### src/rtl/outwr_pkg.sv
// outwr_pkg: shared record type, framing constants and serialiser states
package outwr_pkg;
  typedef struct packed {
    logic [15:0] addr;
    logic [23:0] value;
  } record_t;
  localparam int RECORD_BYTES = 5;
  localparam logic [7:0] FRAME_SOF = 8'hA5;
  typedef enum logic [1:0] {IDLE, HDR, SEND, CHK} state_t;
endpackage

### src/rtl/outwr_fifo.sv
// outwr_fifo: record FIFO, pointers wrap modulo DEPTH (power of 2)
// Ports: clk, reset (sync, active-high); push/din write; pop advances head;
//        head = oldest record, count = records held, full/empty from registered count.
module outwr_fifo
  import outwr_pkg::*;
#(
  parameter int DEPTH = 16
) (
  input  logic                     clk,
  input  logic                     reset,
  input  logic                     push,
  input  record_t                  din,
  input  logic                     pop,
  output record_t                  head,
  output logic [$clog2(DEPTH):0]   count,
  output logic                     full,
  output logic                     empty
);
  localparam int AW = $clog2(DEPTH);
  record_t mem_q [DEPTH];
  logic [AW-1:0] wr_q, wr_d, rd_q, rd_d;
  logic [AW:0] cnt_q, cnt_d;
  always_comb begin
    wr_d = push ? wr_q + 1'b1 : wr_q;
    rd_d = pop ? rd_q + 1'b1 : rd_q;
    cnt_d = cnt_q + {{AW{1'b0}}, push} - {{AW{1'b0}}, pop};
    head = mem_q[rd_q];
    count = cnt_q;
    full = cnt_q == (AW+1)'(DEPTH);
    empty = cnt_q == '0;
  end
  always_ff @(posedge clk) begin
    if (reset) begin
      wr_q <= '0;
      rd_q <= '0;
      cnt_q <= '0;
    end else begin
      wr_q <= wr_d;
      rd_q <= rd_d;
      cnt_q <= cnt_d;
    end
  end
  always_ff @(posedge clk)
    if (push) mem_q[wr_q] <= din;
endmodule

### src/rtl/result_stream_writer.sv
// result_stream_writer: dedups result records, buffers them and streams them out as bytes
// Ports: clk, reset (sync, active-high); data/enable = result bus from the processor;
//        tx_data/tx_valid/tx_ready = byte stream (MSB first); fifo_count, overflow (sticky),
//        drop_count (saturating), busy = work pending.
// Optional OUTWR_FRAME_EN: each record framed as A5, 5 payload bytes, XOR checksum.
module result_stream_writer
  import outwr_pkg::*;
#(
  parameter int DEPTH = 16,
  parameter int CNT_W = 16
) (
  input  logic                     clk,
  input  logic                     reset,
  input  logic [39:0]              data,
  input  logic                     enable,
  output logic [7:0]               tx_data,
  output logic                     tx_valid,
  input  logic                     tx_ready,
  output logic [$clog2(DEPTH):0]   fifo_count,
  output logic                     overflow,
  output logic [CNT_W-1:0]         drop_count,
  output logic                     busy
);
  record_t head, sh_q, sh_d;
  logic full, empty, push, pop, is_new;
  logic [39:0] last_rec_q, last_rec_d;
  logic last_valid_q, last_valid_d, overflow_q, overflow_d;
  logic [CNT_W-1:0] drop_cnt_q, drop_cnt_d;
  logic [2:0] idx_q, idx_d;
  state_t state_q, state_d;
  outwr_fifo #(.DEPTH(DEPTH)) u_fifo (
    .clk(clk), .reset(reset), .push(push), .din(record_t'(data)), .pop(pop),
    .head(head), .count(fifo_count), .full(full), .empty(empty)
  );
  // A new record updates the dedup register even when it has to be dropped.
  always_comb begin
    is_new = enable && (!last_valid_q || data != last_rec_q);
    push = is_new && !full;
    last_rec_d = is_new ? data : last_rec_q;
    last_valid_d = last_valid_q | is_new;
    overflow_d = overflow_q | (is_new && full);
    drop_cnt_d = (is_new && full && !(&drop_cnt_q)) ? drop_cnt_q + 1'b1 : drop_cnt_q;
  end
  always_comb begin
    state_d = state_q;
    idx_d = idx_q;
    sh_d = sh_q;
    pop = 1'b0;
    tx_valid = 1'b0;
    tx_data = 8'h00;
    case (state_q)
      IDLE: if (!empty) begin
        pop = 1'b1;
        sh_d = head;
        idx_d = '0;
`ifdef OUTWR_FRAME_EN
        state_d = HDR;
`else
        state_d = SEND;
`endif
      end
`ifdef OUTWR_FRAME_EN
      HDR: begin
        tx_valid = 1'b1;
        tx_data = FRAME_SOF;
        if (tx_ready) state_d = SEND;
      end
      CHK: begin
        tx_valid = 1'b1;
        tx_data = sh_q[39:32] ^ sh_q[31:24] ^ sh_q[23:16] ^ sh_q[15:8] ^ sh_q[7:0];
        if (tx_ready) state_d = IDLE;
      end
`endif
      SEND: begin
        tx_valid = 1'b1;
        tx_data = 8'(sh_q >> {3'(3'(RECORD_BYTES - 1) - idx_q), 3'b000});
        if (tx_ready) begin
          idx_d = idx_q + 3'd1;
`ifdef OUTWR_FRAME_EN
          if (idx_q == 3'(RECORD_BYTES - 1)) state_d = CHK;
`else
          if (idx_q == 3'(RECORD_BYTES - 1)) state_d = IDLE;
`endif
        end
      end
      default: state_d = IDLE;
    endcase
    overflow = overflow_q;
    drop_count = drop_cnt_q;
    busy = !empty || state_q != IDLE;
  end
  always_ff @(posedge clk) begin
    if (reset) begin
      last_rec_q <= '0;
      last_valid_q <= 1'b0;
      overflow_q <= 1'b0;
      drop_cnt_q <= '0;
      state_q <= IDLE;
      idx_q <= '0;
      sh_q <= '0;
    end else begin
      last_rec_q <= last_rec_d;
      last_valid_q <= last_valid_d;
      overflow_q <= overflow_d;
      drop_cnt_q <= drop_cnt_d;
      state_q <= state_d;
      idx_q <= idx_d;
      sh_q <= sh_d;
    end
  end
endmodule

### config.mk
export PLATFORM = sky130hd
export DESIGN_NAME = result_stream_writer
export DESIGN_NICKNAME = d
export VERILOG_FILES = /design/src/rtl/outwr_pkg.sv /design/src/rtl/outwr_fifo.sv /design/src/rtl/result_stream_writer.sv
export SDC_FILE = /design/constraint.sdc
export NUM_CORES = 1
export LEC_CHECK = 0
export ABC_AREA = 1
export CAP_MARGIN = 20
export CELL_PAD_IN_SITES_DETAIL_PLACEMENT = 0
export CELL_PAD_IN_SITES_GLOBAL_PLACEMENT = 2
export CORE_AREA = 2 2 299 301
export CTS_BUF_LIST = sky130_fd_sc_hd__clkbuf_4
export DETAILED_ROUTE_END_ITERATION = 8
export DIE_AREA = 0 0 301 303
export HOLD_SLACK_MARGIN = 0.05
export PLACE_DENSITY_LB_ADDON = 0.1
export SYNTH_ARGS = -nofsm -noshare
export SYNTH_HDL_FRONTEND = slang
export SYNTH_SLANG_ARGS = --single-unit
export TNS_END_PERCENT = 1
### constraint.sdc
create_clock -name clk -period 4.4 [get_ports clk]
set_input_delay 0.44 -clock clk [delete_from_list [all_inputs] [get_ports clk]]
set_output_delay 0.44 -clock clk [all_outputs]
set_load 0.05 [all_outputs]
; ---- Word-level counts from Yosys, hierarchy flattened
; Memories as Yosys holds them, arrays and structs flattened. A register that Yosys moved wholly into a read port is not among the register bits.
; Index checks and enable logic that the tools add are counted.
[word_totals]
regBits = 76
ramBits = 640
input_bits = 44
out_inout_bits = 32
word_cells = 59
n_memories = 1
[classes]
n_addsub = 7
eq_ne = 7
n_shift = 1
mux = 13
bitwise = 3
reduce_logical = 18
[memory_table]
columns = memory, depth, word_bits, read_ports, rd_clocked_by_memory_dff, wr, line_no
row1 = u_fifo.mem_q, 16, 40, 1, 1, 1, outwr_fifo.sv:20  ; record_t mem_q [DEPTH];
[op_table]
columns = operator, n
row1 = inequality test 40 bit, 1
row2 = right shift 40 x 6 -> 8 bit, 1
row3 = adder 16 x 1 -> 16 bit (second input constant), 1
row4 = AND reduction 16 bit, 1
row5 = adder 4 x 1 -> 4 bit (second input constant), 2
row6 = two-way mux 8 bit, 1
row7 = two-way mux 2 bit, 3
row8 = two-way mux 3 bit, 2
row9 = inequality test 2 bit (second input constant), 3
row10 = one-hot mux 3 bit (2 select lines), 1
row11 = AND reduction 3 bit, 2
row12 = adder 5 x 1 -> 5 bit, 1
row13 = == test 5 bit (second input constant), 1
row14 = zero test 5 bit, 1
row15 = two-way mux 1 bit, 5
row16 = subtractor 5 x 1 -> 5 bit, 1
row17 = logical AND 1 bit, 4
row18 = zero test 1 bit, 4
row19 = one-hot mux 2 bit (2 select lines), 1
row20 = nonzero test 2 bit, 2
row21 = adder 3 x 1 -> 3 bit (second input constant), 1
row22 = == test 3 bit (second input constant), 1
row23 = subtractor 3 bit (first input constant), 1
row24 = == test 2 bit (second input constant), 1
row25 = 5 further kinds, 7

; ---- Depth between registers and ports, before layout
; Gate-level depths: netlist of run 1.
[depth]
word_depth = 6
mapped_depth = 18
mapped_depth_nobuf = 18

; ---- By module
; A second synthesis of run 1 with hierarchy kept.
[hier_totals]
hier_cells = 3474
hier_area_um2 = 33423.3
[by_module_without_submodules]
columns = mod, n_inst, cells_each, area_each_um2, seq_area_each_um2
row1 = outwr_fifo, 1, 2696, 28324.7, 19558.8
row2 = result_stream_writer, 1, 778, 5098.6, 2042.0

; ---- Worst setup path before layout of run 1
; Ideal clock, no wire load.
[synth_timing]
kind = flip-flop to flip-flop
start = register u_fifo.cnt_q[2] (netlist: u_fifo.count[2])
end = memory u_fifo.mem_q[0][0] in the netlist's numbering, enable pin
setup_ns = 0.437
t_arrival_ns = 3.218
required_ns = 3.963
setup_slack_ns = 0.745
path_stages_with_launch = 8
n_path_buf = 0
period_less_slack_ns = 3.655
path_cell_list = dfxtp_1 inv_1 ha_1 nand4_1 nand3_1 inv_2 nand2_1 nor2_1
[synth_between]
elab_chain_cells = 5
[synth_rtl]
columns = item, line_no
row1 = "start, declared", outwr_fifo.sv:22  ; logic [AW:0] cnt_q, cnt_d;
row2 = "start signal, assigned", outwr_fifo.sv:40  ; cnt_q <= cnt_d;
row3 = == test 5 bit, outwr_fifo.sv:29  ; full = cnt_q == (AW+1)'(DEPTH);
row4 = zero test 1 bit, result_stream_writer.sv:38  ; push = is_new && !full;
row5 = logical AND 1 bit, result_stream_writer.sv:38
row6 = via push, result_stream_writer.sv:25  ; logic full, empty, push, pop, is_new;
row7 = two-way mux 1 bit, outwr_fifo.sv:44  ; if (push) mem_q[wr_q] <= din;
row8 = two-way mux 1 bit (implied by the code), outwr_fifo.sv:44
row9 = "end, declared", outwr_fifo.sv:20
; The timed path passes the listed nets, and every way through them passes these cells.

; ---- Worst setup path after layout of run 1
[layout_timing]
start = register idx_q[0]
end = output port tx_data[3]
[layout_between]
elab_chain_cells = 3
[layout_rtl]
columns = item, line_no
row1 = "start, declared", result_stream_writer.sv:29  ; logic [2:0] idx_q, idx_d;
row2 = "start signal, assigned", result_stream_writer.sv:107  ; idx_q <= idx_d;
row3 = subtractor 3 bit, result_stream_writer.sv:76  ; tx_data = 8'(sh_q >> {3'(3'(RECORD_BYTES - 1) - idx_q), 3'b000});
row4 = right shift 40 x 6 -> 8 bit, result_stream_writer.sv:76
row5 = two-way mux 8 bit, result_stream_writer.sv:51  ; case (state_q)
row6 = "end, declared", result_stream_writer.sv:16  ; output logic [7:0] tx_data,
; Every way passes these cells.

==> impl_metrics.json, run 1 <==
{
  "synth.avg_cell_area_um2": 11.5,
  "numCtsBuffers": 206,
  "path_cells": "clkinv_1, ha_1, ha_1, clkinv_1, nor3_1, buf_4, nand2_1, a21oi_1, buf_12",
  "design_area_um2": 36300,
  "insertion_delay_ns": 1.11,
  "nets": 2951,
  "num-fill-cells": 8497,
  "cts_sinks": 755,
  "dieHeight_um": 303,
  "min_path_type": "input pin to flop",
  "synth_top_family_by_area": "compound AO/OA/AOI/OAI gates",
  "r2r_slack_ns": 1.36,
  "end_kind": "output pin",
  "clkTransAtPathRegs_ns": 0.06,
  "max-slew-margin-rel": 0.221,
  "dr_total_vias": 21700,
  "fin_setup_tns_ns": 0,
  "overflow": 0,
  "detail-route-antenna-nets": 0,
  "seq_area_frac_synth": 0.705,
  "multi_input_area_um2": 7650,
  "start_util": 0.347,
  "htree_num_levels": 4,
  "syn_nets": 2708,
  "antenna_found_initial": 8,
  "viasPerCell": 5.12,
  "cts_tree": "built",
  "drt-total-wl_um": 101000,
  "setup_viol": 0,
  "max_freq_mhz": 241,
  "synth.area.top_cells": "edfxtp_1 (63%), dfxtp_1 (7.5%), nor2_1 (6.2%)",
  "cp_num_cells": 9,
  "grt_first_pass_wirelength_um": 146000,
  "synthesis.area_um2": 30500,
  "worst_pin_slew_ns": 1.17,
  "hold_viol_final": 0,
  "r2r-start": "u_fifo.rd_q[0]$_SDFFE_PP0P_",
  "cp-startpoint": "idx_q[0]$_SDFFE_PP0P_",
  "postPlaceCellArea_um2": 33300,
  "grt_pass1_vias": 21300,
  "drt_pass1_iterations": 5,
  "synth_compound_area_frac": 0.140,
  "route.detailed.drc": 0,
  "synthAdderAreaFrac": 0.00681,
  "yosys_warnings": 0,
  "grt_usage": 0.222,
  "cp_slowest_stage_delay_ns": 0.49,
  "startpoint_type": "flop",
  "period_share": 0.943,
  "leakage_nw": 12.9,
  "dieArea_um2": 91200,
  "drive_gt1_frac": 0.162,
  "p_per_area_nw_per_um2": 564,
  "cp_max_fo": 9,
  "synthXorXnorAreaFrac": 0.00402,
  "skew_ns": 0.0894,
  "synthCells": 2648,
  "area_growth_pct": 19.0,
  "yosysTopAreaCell": "edfxtp_1",
  "worstPathRequired_ns": 3.96,
  "synth_top_area_frac": 0.630,
  "hpwl_um": 56500,
  "setup.worst_path.end": "tx_data[3]",
  "fp-row-count": 109,
  "critical_path_arrival_ns": 3.71,
  "reg2reg_to": "sh_q[9]$_SDFFE_PP0P_",
  "wl_per_cell_um": 23.8,
  "grt_max_degree": 174,
  "cap_violations": 0,
  "routabilityCongestion": 0.774,
  "io_buffers": 75,
  "synth_cell_types": 33,
  "yosys.area_share.simple": 0.0959,
  "layout_min_cycle_time_ns": 4.15,
  "synth.mux.area_fraction": 0,
  "slew_viol_final": 0,
  "drt_iter0_drc": 1674,
  "clockBufferDepth": 3,
  "coreArea_um2": 88000,
  "fp.dieW_um": 301,
  "io_pins": 76,
  "ys_ff_latch": 755,
  "path_buf_inv": 4,
  "cts_root_buf": "clkbuf_4",
  "seq_area_um2": 21500,
  "grt_setup_unrepaired": "no",
  "crit_family": "buffers and inverters",
  "outcome": "completed",
  "ff2ff_path_depth": 7,
  "crit_slowest_cell": "nor3_1",
  "ir_drop_mv": 0.429,
  "critPathKind": "flop to output pin"
}
[registers in the layout, summed over array words and instances, names as in the netlist]
| name | cells |
|---|---|
| idx_q | 3 |
| last_valid_q | 1 |
| u_fifo.count | 5 |
| overflow | 1 |
| state_q | 1 |
| drop_count | 16 |
| last_rec_q | 40 |
| u_fifo.rd_q | 4 |
| u_fifo.mem_q | 640 |
| sh_q | 40 |
| u_fifo.wr_q | 4 |
[worst min-delay path: cells and delay by family]
kind                   cells  cell delay [ns]
AOI/OAI and AO/OA          2             0.25
buffers and inverters      1             0.52
[per-layer routing]
metal | track usage | wire, um | vias up
met5 | 0 | 0 | -
met4 | 0.0746 | 2130 | 0
met3 | 0.0441 | 6130 | 147
met2 | 0.358 | 47500 | 681
met1 | 0.300 | 44900 | 10700
li1 | - | - | 10200
[what timing repair did]
action	in CTS	in global routing
setup buffers	0	0
hold endpoints to repair	87	0
resized for setup	0	0
hold buffers	16	0
[cell families (layout without fill, tap and decap cells)]
family / after synthesis / count (layout)
AO/OA/AOI/OAI: 769 / 769
flip-flops: 755 / 755
AND/OR/NAND/NOR: 744 / 744
buffers and inverters: 350 / 767
adder cells (fa/ha/maj): 16 / 16
XOR/XNOR: 14 / 14
other: 0 / 7
[layout make-up]
type,instances,share of cell area
clock buffer,322,0.0666
clock inverter,60,0.0130
inverter,183,0.0194
tap,1165,0.0401
multi-input combinational,1543,0.211
antenna,7,0.000482
timing repair buffer,202,0.0570
sequential,755,0.593
[placed cells by master (no fill, tap or decap), drive strengths merged, types with 48 or more instances in the layout]
master           n
buf            120
edfxtp         640
o221ai          48
nand2          161
dfxtp          115
clkdlybuf4s50   66
inv            180
clkinv          54
nand3           49
o21ai          476
nor2           505
a21oi           77
clkbuf         322
o22ai          141
[where the power goes]
part / total [W] / internal [W] / switching [W]
Sequential: 0.00836 / 0.00814 / 0.000218
Combinational: 0.00534 / 0.00160 / 0.00375
Clock: 0.00678 / 0.00379 / 0.00299
[through the flow]
| step | utilization | setup slack [ns] | instances | total power [W] | hold WS (ns) |
|---|---|---|---|---|---|
| after global routing | 0.413 | 0.0562 | 4236 | 0.0217 | 0.129 |
| final | 0.413 | 0.250 | 4237 | 0.0205 | 0.214 |
| after CTS | 0.413 | 0.0774 | 4230 | 0.0208 | 0.0748 |
| after detailed placement | 0.378 | 0.597 | 3832 | 0.0139 | 0.453 |
| after global placement | 0.378 | 0.604 | 3832 | 0.0139 | 0.452 |
| after floorplan | - | 0.745 | 2648 | 0.0118 | 0.436 |
[cell usage after synthesis]
| cell | n |
|---|---|
| o21bai_1 | 12 |
| o21ai_1 | 102 |
| inv_4 | 1 |
| or2_2 | 2 |
| xnor2_1 | 8 |
| o21a_1 | 1 |
| nand2_2 | 1 |
| inv_2 | 7 |
| o211ai_1 | 13 |
| o21ai_0 | 374 |
| nor2_1 | 505 |
| o22ai_1 | 141 |
| fa_1 | 1 |
| a21oi_1 | 77 |
| buf_2 | 43 |
| nand3_1 | 48 |
| o221ai_1 | 48 |
| clkinv_1 | 3 |
| buf_1 | 6 |
| ha_1 | 15 |
| nand3_2 | 1 |
| dfxtp_1 | 115 |
| inv_1 | 172 |
| nand2_1 | 160 |
| edfxtp_1 | 640 |
| xor2_1 | 6 |
| clkbuf_2 | 2 |
| clkbuf_1 | 99 |
| nor3_1 | 7 |
| buf_6 | 7 |
| a211oi_1 | 1 |
| buf_4 | 10 |
| nand4_1 | 20 |
[how the worst min path moves through the flow]
stage / to / from / depth (start not counted)
2_1_floorplan: idx_q[2]$_SDFFE_PP0P_ / idx_q[2]$_SDFFE_PP0P_ / 1
3_3_place_gp: last_rec_q[0]$_SDFFE_PP0P_ / last_rec_q[0]$_SDFFE_PP0P_ / 2
3_5_place_dp: overflow$_SDFF_PP0_ / overflow$_SDFF_PP0_ / 1
4_1_cts: u_fifo.mem_q[0][20]$_DFFE_PP_ / data[20] / 2
5_1_grt: u_fifo.mem_q[15][32]$_DFFE_PP_ / data[32] / 2
6_report: last_rec_q[1]$_SDFFE_PP0P_ / data[1] / 3
(Power assumes the default switching activity.)
==> run 2: changes to the inputs <==
TNS_END_PERCENT = 20   (was 1)
==> results of run 2 <==
Final layout, timing and power as in run 1 (identical DEF).
